==> src/rtl/arith_pkg.sv <==
// Shared definitions for the bit-serial arithmetic blocks: FSM state encoding
// and the bit-counter width helper.
package arith_pkg;

  typedef enum logic [1:0] {
    IDLE = 2'd0,
    RUN  = 2'd1,
    DONE = 2'd2
  } state_t;

  // Counter must reach WIDTH-1; a 1-bit operand still needs a 1-bit counter.
  function automatic int cnt_width(input int w);
    return (w > 1) ? $clog2(w) : 1;
  endfunction

endpackage

==> src/rtl/full_subtractor.sv <==
// Combinational 1-bit full-subtractor cell: diff = a - b - bin, with borrow-out.
module full_subtractor (
  input  logic a,
  input  logic b,
  input  logic bin,
  output logic diff,
  output logic bout
);

  assign diff = a ^ b ^ bin;
  assign bout = (~a & b) | (~(a ^ b) & bin);

endmodule

==> src/rtl/serial_subtractor.sv <==
// Bit-serial unsigned subtractor, LSB first, one full-subtractor cell reused
// for WIDTH cycles behind a start/busy/done handshake.
module serial_subtractor
  import arith_pkg::*;
#(
  parameter int WIDTH = 8
) (
  input  logic             clk,
  input  logic             rst_n,
  input  logic             start,
  input  logic [WIDTH-1:0] a,
  input  logic [WIDTH-1:0] b,
  output logic             busy,
  output logic             done,
  output logic [WIDTH-1:0] diff,
  output logic             borrow
);

  localparam int             CW       = cnt_width(WIDTH);
  localparam logic [CW-1:0]  CNT_LAST = CW'(WIDTH - 1);

  state_t           state_q,  state_d;
  logic [WIDTH-1:0] a_sh_q,   a_sh_d;
  logic [WIDTH-1:0] b_sh_q,   b_sh_d;
  logic [WIDTH-1:0] res_q,    res_d;
  logic [WIDTH-1:0] diff_q,   diff_d;
  logic [CW-1:0]    cnt_q,    cnt_d;
  logic             bor_q,    bor_d;
  logic             borrow_q, borrow_d;

  logic             cell_d;
  logic             cell_bout;
  logic [WIDTH-1:0] res_shift;

  full_subtractor u_cell (
    .a    (a_sh_q[0]),
    .b    (b_sh_q[0]),
    .bin  (bor_q),
    .diff (cell_d),
    .bout (cell_bout)
  );

  // New result bit enters at the MSB; written this way so WIDTH==1 needs no special case.
  assign res_shift = WIDTH'({cell_d, res_q} >> 1);

  always_comb begin
    state_d  = state_q;
    a_sh_d   = a_sh_q;
    b_sh_d   = b_sh_q;
    res_d    = res_q;
    diff_d   = diff_q;
    cnt_d    = cnt_q;
    bor_d    = bor_q;
    borrow_d = borrow_q;
    case (state_q)
      IDLE: begin
        if (start) begin
          state_d = RUN;
          a_sh_d  = a;
          b_sh_d  = b;
          bor_d   = 1'b0;
          cnt_d   = '0;
          res_d   = '0;
        end
      end
      RUN: begin
        res_d  = res_shift;
        a_sh_d = a_sh_q >> 1;
        b_sh_d = b_sh_q >> 1;
        bor_d  = cell_bout;
        cnt_d  = cnt_q + CW'(1);
        if (cnt_q == CNT_LAST) begin
          diff_d   = res_shift;
          borrow_d = cell_bout;
          state_d  = DONE;
        end
      end
      DONE:    state_d = IDLE;
      default: state_d = IDLE;
    endcase
  end

  always_ff @(posedge clk) begin
    if (!rst_n) begin
      state_q  <= IDLE;
      a_sh_q   <= '0;
      b_sh_q   <= '0;
      res_q    <= '0;
      diff_q   <= '0;
      cnt_q    <= '0;
      bor_q    <= 1'b0;
      borrow_q <= 1'b0;
    end else begin
      state_q  <= state_d;
      a_sh_q   <= a_sh_d;
      b_sh_q   <= b_sh_d;
      res_q    <= res_d;
      diff_q   <= diff_d;
      cnt_q    <= cnt_d;
      bor_q    <= bor_d;
      borrow_q <= borrow_d;
    end
  end

  assign busy   = (state_q != IDLE);
  assign done   = (state_q == DONE);
  assign diff   = diff_q;
  assign borrow = borrow_q;

endmodule

==> config.mk <==
export PLATFORM = sky130hd
export DESIGN_NAME = serial_subtractor
export DESIGN_NICKNAME = d
export VERILOG_FILES = /design/src/rtl/arith_pkg.sv /design/src/rtl/full_subtractor.sv /design/src/rtl/serial_subtractor.sv
export SDC_FILE = /design/constraint.sdc
export NUM_CORES = 1
export LEC_CHECK = 0
export CAP_MARGIN = 0
export CORE_MARGIN = 5
export CORE_UTILIZATION = 30
export CTS_CLUSTER_SIZE = 40
export DETAILED_ROUTE_END_ITERATION = 10
export HOLD_SLACK_MARGIN = 0.06
export PLACE_DENSITY = 0.6
export REMOVE_ABC_BUFFERS = 1
export SLEW_MARGIN = 10
export SYNTH_ARGS = -nofsm -noshare
export SYNTH_HDL_FRONTEND = slang
export SYNTH_SLANG_ARGS = --single-unit
export TNS_END_PERCENT = 10
==> constraint.sdc <==
create_clock -name clk -period 2.9 [get_ports clk]
set_input_delay 0.58 -clock clk [delete_from_list [all_inputs] [get_ports clk]]
set_output_delay 0.58 -clock clk [all_outputs]
set_load 0.01 [all_outputs]
==> flow_summary_export.csv, run 1 <==
group,metric,value,unit
timing,fin_crit,2.03,ns
cells_and_area,drive_above_1_share,11.7,%
cts,cts-root-buf,"clkbuf_8",
job,max-cap-violations,0,
cts,cts_setup_buffers,0,
cells_and_area,multi_input_area,684,sq um
timing,fmax,0.492,GHz
outcome,status,"finished clean",
grt,grt_remaining_overflow,0,
worst_setup_path,critPathMaxStageDelay,0.52,ns
logic_synthesis,syn_avg_cell_area,9.52,sq um
worst_setup_path,worstSetupEndpointType,"output port",
timing,hold_violations,0,
cts,cts_tree,"yes",
logic_synthesis,yosysUniqueCellTypes,28,
cts,clk_latency,0.28,ns
worst_setup_path,crit_type,"flop to output port",
timing,period_share,70.0,%
logic_synthesis,yosysWarnings,0,
timing,setup_tns,0,ns
detailed_routing,routed_wl,3080,microns
cts,cts-root-to-sink-buffers,2,
logic_synthesis,netlist_area,1520,sq um
logic_synthesis,synth_largest_area_cell,"dfxtp_1",
logic_synthesis,synth_edf_count,0,
logic_synthesis,synth_ff_type,"dfxtp_1",
worst_setup_path,worstPathArrival,1.45,ns
cells_and_area,fillerInstances,522,
logic_synthesis,synthTopCellsByArea,"dfxtp_1, nor2_1, o221ai_2, a22oi_1, a21oi_1",
timing,drv_slew,0,
cts,ctsHoldBuffers,0,
logic_synthesis,synth.most_common_cell,"nor2_1",
detailed_routing,first_pass_iters,5,
cts,cts_buffers,5,
worst_setup_path,path_cells,"or2_2 > clkdlybuf4s50_1",
cts,htreeDepth,2,
timing,timing.slew.headroom,44.7,%
detailed_routing,drcViolationCount,0,
timing,setup_violations,0,
timing,rsz0062_at_grt,"no",
grt,antenna_found_initial,0,
grt,grt_use_total,10.5,%
worst_setup_path,critical_path.startpoint_type,"flop",
place,numPortBuffers,29,
timing,finalClockSkew,0.00265,ns
grt,grt_pass1_wl,5310,microns
worst_setup_path,crit_slowest_cell,"clkdlybuf4s50_1",
cts,post_cts_resized,0,
grt,grt_pass1_vias,1170,
logic_synthesis,ys_ff_latch,38,
detailed_routing,wl_per_cell,12.0,microns
floorplanning,die_area,6610,sq um
cells_and_area,register_area,761,sq um
detailed_routing,drt_iter0_drc,108,
detailed_routing,route.vias.total,1213,
power_and_ir_drop,finalPower,1.05,mW
floorplanning,row_count,26,
detailed_routing,antenna_left,0,
worst_setup_path,cp_max_fo,10,
logic_synthesis,synth_cells,160,
detailed_routing,vias_per_cell,4.70,
timing,worstMarginPinSlew,0.830,ns
floorplanning,boundaryPins,30,
cells_and_area,nets,209,
floorplanning,dieHeight,81.3,microns
timing,hold_ws,0.457,ns
logic_synthesis,async_reset_ff_share,0,%
logic_synthesis,ys_seq_area_share,49.9,%
cells_and_area,n_antenna_cell,0,
power_and_ir_drop,peakVddDrop,165,uV
cts,cts_sinks,38,
floorplanning,fp.dieW,81.3,microns
power_and_ir_drop,cellLeakagePower,0.684,nW
floorplanning,core_region_area,5010,sq um
place,place_congestion,0.680,
logic_synthesis,synth_common_cells,"nor2_1, dfxtp_1, a22oi_1",
cts,clkTransAtPathRegs,0.07,ns
grt,grt_max_degree,25,
min_path,hp-class,"flop to flop",
floorplanning,initial_core_util,30.4,%
place,dpl.hpwl,2090,microns
worst_setup_path,worst_ep_required_time,2.32,ns
cells_and_area,area_growth,27.8,%
power_and_ir_drop,p_per_area,537,nW/um^2
logic_synthesis,synth_top_area_share,49.9,%
[placed cells by master, fill, tap and decap left out, drive strengths merged, types with 7 or more instances in the layout]
cell / synthesis / layout
clkdlybuf4s50: 0 / 29
nand3: 8 / 8
a21oi: 10 / 10
dfxtp: 38 / 38
o221ai: 14 / 14
nor2: 40 / 40
a22oi: 11 / 11
clkbuf: 3 / 7
nand2: 8 / 8
[final timing paths]
| check | from | endpoint | slack (ns) | cells past startpoint |
|---|---|---|---|---|
| hold / removal | diff[6] | diff[6] | 0.46 | 2 |
| hold reg to reg | diff[6] | diff[6] | 0.46 | 2 |
| setup reg to reg | cnt_q[0] | diff[3] | 1.23 | 5 |
| setup / recovery | state_q[0] | busy | 0.87 | 2 |
[cell type report]
class                           instances  area share [%]
Tap cell                               70            4.50
Clock buffer                            7            4.43
Timing Repair Buffer                   32            16.1
Multi-Input combinational cell        107            35.1
Sequential cell                        38            39.0
Inverter                                3           0.578
Clock inverter                          1           0.257
[routing by layer]
layer	global-route usage [%]	routed length, microns	part of all wire, %
met5	0	0	0
met2	16.1	1460	47
met4	4.56	54	1.8
met3	3.33	101	3.3
met1	13.4	1470	48
[worst max-delay path: cells and delay by family (launching register included)]
kind	cells	cell delay, ns
buf+inv	1	0.52
flops	1	0.49
simple gates	1	0.16
[cell families (layout without fill, tap and decap cells)]
logic type | after synthesis | in the layout | share of synthesized area [%]
compound gates | 40 | 40 | 23.6
fa+ha+maj | 3 | 3 | 2.96
flops | 38 | 38 | 49.9
simple gates | 63 | 63 | 17.7
mux | 1 | 1 | 0.657
buf+inv | 15 | 43 | 5.17
[metrics by stage]
stage	instances	utilization (%)	instance area (sq um)	setup slack (ns)
final	258	38.9	1950	0.869
after global routing	258	38.9	1950	0.801
after CTS	258	38.9	1950	0.856
after detailed placement	250	37.1	1860	0.664
after global placement	250	37.1	1860	0.695
after floorplan	148	-	1460	1.26
[where the power goes]
group	switching [mW]	leakage, nW	internal, mW
Combinational	0.0599	0.325	0.0579
Sequential	0.0159	0.311	0.545
Clock	0.175	0.0482	0.192
Total	0.251	0.684	0.795
[sequential cells by signal, indices dropped and copies added (netlist names)]
register  count
a_sh_q        8
b_sh_q        8
bor_q         1
borrow        1
cnt_q         3
diff          8
res_q         7
state_q       2
Power figures use the tool's default switching activity.
==> run 2: changes to the inputs <==
--- a/config.mk
+++ b/config.mk
@@ -11,7 +11,7 @@
 export CTS_CLUSTER_SIZE = 40
 export DETAILED_ROUTE_END_ITERATION = 10
 export HOLD_SLACK_MARGIN = 0.06
-export PLACE_DENSITY = 0.6
+export PLACE_DENSITY = 0.62
 export REMOVE_ABC_BUFFERS = 1
 export SLEW_MARGIN = 10
 export SYNTH_ARGS = -nofsm -noshare
==> constraint.sdc (replaced) <==
create_clock -name clk -period 1.7 [get_ports clk]
set_input_delay 0.34 -clock clk [delete_from_list [all_inputs] [get_ports clk]]
set_output_delay 0.34 -clock clk [all_outputs]
set_load 0.01 [all_outputs]
==> run 2 against run 1 <==
Against the previous run: first-iteration DRC count is the same; clock skew grew 0.0033 ns; core utilization grew 1.3 points; sequential power grew 70%; sequential share of layout area shrank 1.2 points; wire length grew 0.94%; worst setup slack lost 0.69 ns; critical path depth is the same; combinational power grew 88%; count of clock-buffer cells in the layout is the same; highest routed layer unchanged.
==> flow_summary_export.csv, run 2 (synthesized netlist as in run 1, its figures left out) <==
group,metric,value,unit
power_and_ir_drop,p_sw,418,uW
cts,cts_sinks,38,
grt,grt_use_total,10.8,%
place,numPortBuffers,29,
cells_and_area,layout_common_cells,"nor2_1, dfxtp_1, clkdlybuf4s50_1, a22oi_1, buf_4",
timing,fmax,0.659,GHz
cts,ctsHoldBuffers,0,
place,dp.cells,259,
power_and_ir_drop,p_sw_share,24.0,%
worst_setup_path,worst_ep_required_time,1.36,ns
place,dpl-instance-area,1940,sq um
power_and_ir_drop,p_per_area,866,nW/um^2
timing,worstMarginPinSlew,0.353,ns
worst_setup_path,critPathTopFamily,"flip-flops",
grt,grt_max_degree,21,
floorplanning,row_count,26,
floorplanning,fp.dieW,81.3,microns
power_and_ir_drop,combinationalPowerShare,12.7,%
outcome,status,"finished clean",
cells_and_area,final_common_cell,"nor2_1",
timing,rsz0062_at_grt,"no",
timing,fin_crit,1.52,ns
cts,cts_setup_buffers,0,
detailed_routing,drt_iter0_drc,108,
cells_and_area,nets,218,
cells_and_area,n_antenna_cell,0,
timing,period_share,89.2,%
worst_setup_path,critPathMaxStageDelay,0.33,ns
timing,drv_slew,0,
worst_setup_path,critical_path.startpoint_type,"flop",
worst_setup_path,critPathBufInv,1,
grt,grt_remaining_overflow,0,
timing,setup_violations,0,
cells_and_area,drive_above_1_share,15.3,%
cells_and_area,stdcell_area,2020,sq um
cts,htreeDepth,2,
place,dpl.hpwl,2200,microns
detailed_routing,first_pass_iters,4,
cells_and_area,final_util,40.2,%
power_and_ir_drop,intPower,1.33,mW
timing,timing.slew.headroom,76.4,%
floorplanning,boundaryPins,30,
grt,grt_pass1_wl,5440,microns
floorplanning,die_area,6610,sq um
timing,hold_violations,0,
place,place_congestion,0.770,
job,max-cap-violations,0,
power_and_ir_drop,cellLeakagePower,0.744,nW
timing,layout_setup_ws,0.183,ns
worst_setup_path,r2r_slack,0.29,ns
timing,finalClockSkew,0.00593,ns
cts,clk_latency,0.28,ns
detailed_routing,vias_per_cell,4.67,
cts,cts_tree,"yes",
power_and_ir_drop,power_frac_seq,54.8,%
worst_setup_path,crit_type,"flop to output port",
worst_setup_path,path_cells,"or2_2 > dlygate4sd2_1",
floorplanning,dieHeight,81.3,microns
power_and_ir_drop,clkPwrFrac,32.6,%
floorplanning,core_region_area,5010,sq um
detailed_routing,routed_wl,3110,microns
detailed_routing,wl_per_cell,11.7,microns
cts,cts-root-to-sink-buffers,2,
worst_setup_path,cp_max_fo,4,
worst_setup_path,worstPathArrival,1.18,ns
power_and_ir_drop,peakVddDrop,295,uV
detailed_routing,route.vias.total,1242,
cells_and_area,area_growth,32.3,%
cts,cts-root-buf,"clkbuf_8",
cells_and_area,stdcell_count,266,
cts,clkTransAtPathRegs,0.07,ns
detailed_routing,drcViolationCount,0,
cts,cts_buffers,5,
grt,antenna_found_initial,0,
worst_setup_path,crit_slowest_cell,"dfxtp_2",
floorplanning,initial_core_util,30.4,%
grt,grt_pass1_vias,1217,
detailed_routing,antenna_left,0,
power_and_ir_drop,finalPower,1.74,mW
worst_setup_path,worstSetupEndpointType,"output port",
min_path,hp-class,"flop to flop",
place,place_ws,-0.0534,ns
-- run 2: cell types whose count changed in the layout (fill, tap and decap cells not counted) --
| cell | previous run | this run |
|---|---|---|
| clkinv_2 | 1 | 0 |
| clkdlybuf4s50_1 | 29 | 27 |
| dfxtp_1 | 38 | 37 |
| buf_4 | 3 | 11 |
| dfxtp_2 | 0 | 1 |
| clkbuf_8 | 6 | 5 |
| clkbuf_1 | 1 | 2 |
| dlygate4sd2_1 | 0 | 1 |
| dlymetal6s2s_1 | 0 | 1 |
| buf_12 | 0 | 1 |
-- run 2: path summary, 6_finish.rpt --
check | from | to | cells after the start
setup / recovery | state_q[1] | busy | 2
hold reg to reg | diff[4] | diff[4] | 2
setup reg to reg | state_q[0] | a_sh_q[4] | 5
hold / removal | diff[4] | diff[4] | 2
-- run 2: routing by layer --
metal  vias up  wire, microns  track usage (%)
met5         -              0                0
met4         0             49             6.25
met3         4            130             3.33
met2        18           1520             17.0
met1       584           1420             12.8
li1        636              -                -
-- run 2: worst min-delay path, delay by kind of cell, from the launching register on --
kind | cells | cell delay [ns]
simple gates | 1 | 0.05
flops | 1 | 0.31
compound gates | 1 | 0.05
-- run 2: layout make-up --
type                            count  area (sq um)
Timing Repair Buffer               41           394
Inverter                            3          11.3
Fill cell                         537          2990
Multi-Input combinational cell    107           684
Sequential cell                    38           762
Tap cell                           70          87.6
Clock buffer                        7          76.3
-- run 2: through the flow --
stage          hold WS [ns]  setup TNS (ns)
3_5_place_dp          0.450          -0.373
4_1_cts               0.459               0
2_1_floorplan         0.441               0
5_1_grt               0.483               0
6_report              0.455               0
3_3_place_gp          0.448          -0.117
-- run 2: power groups by stage --
stage          combinational, mW  sequential (mW)  clock [mW]
6_report                   0.222            0.955       0.568
5_1_grt                    0.247            0.960       0.631
4_1_cts                    0.225            0.955       0.593
3_5_place_dp               0.226            0.975           0
3_3_place_gp               0.224            0.974           0
2_1_floorplan              0.115            0.971           0
-- run 2: repair_timing --
action / in CTS / in global routing
endpoints found under the setup margin: 1 / 1
cloned: 0 / 0
gates resized for setup: 1 / 2
pin swaps: 0 / 0
endpoints found under the hold margin: 0 / 0
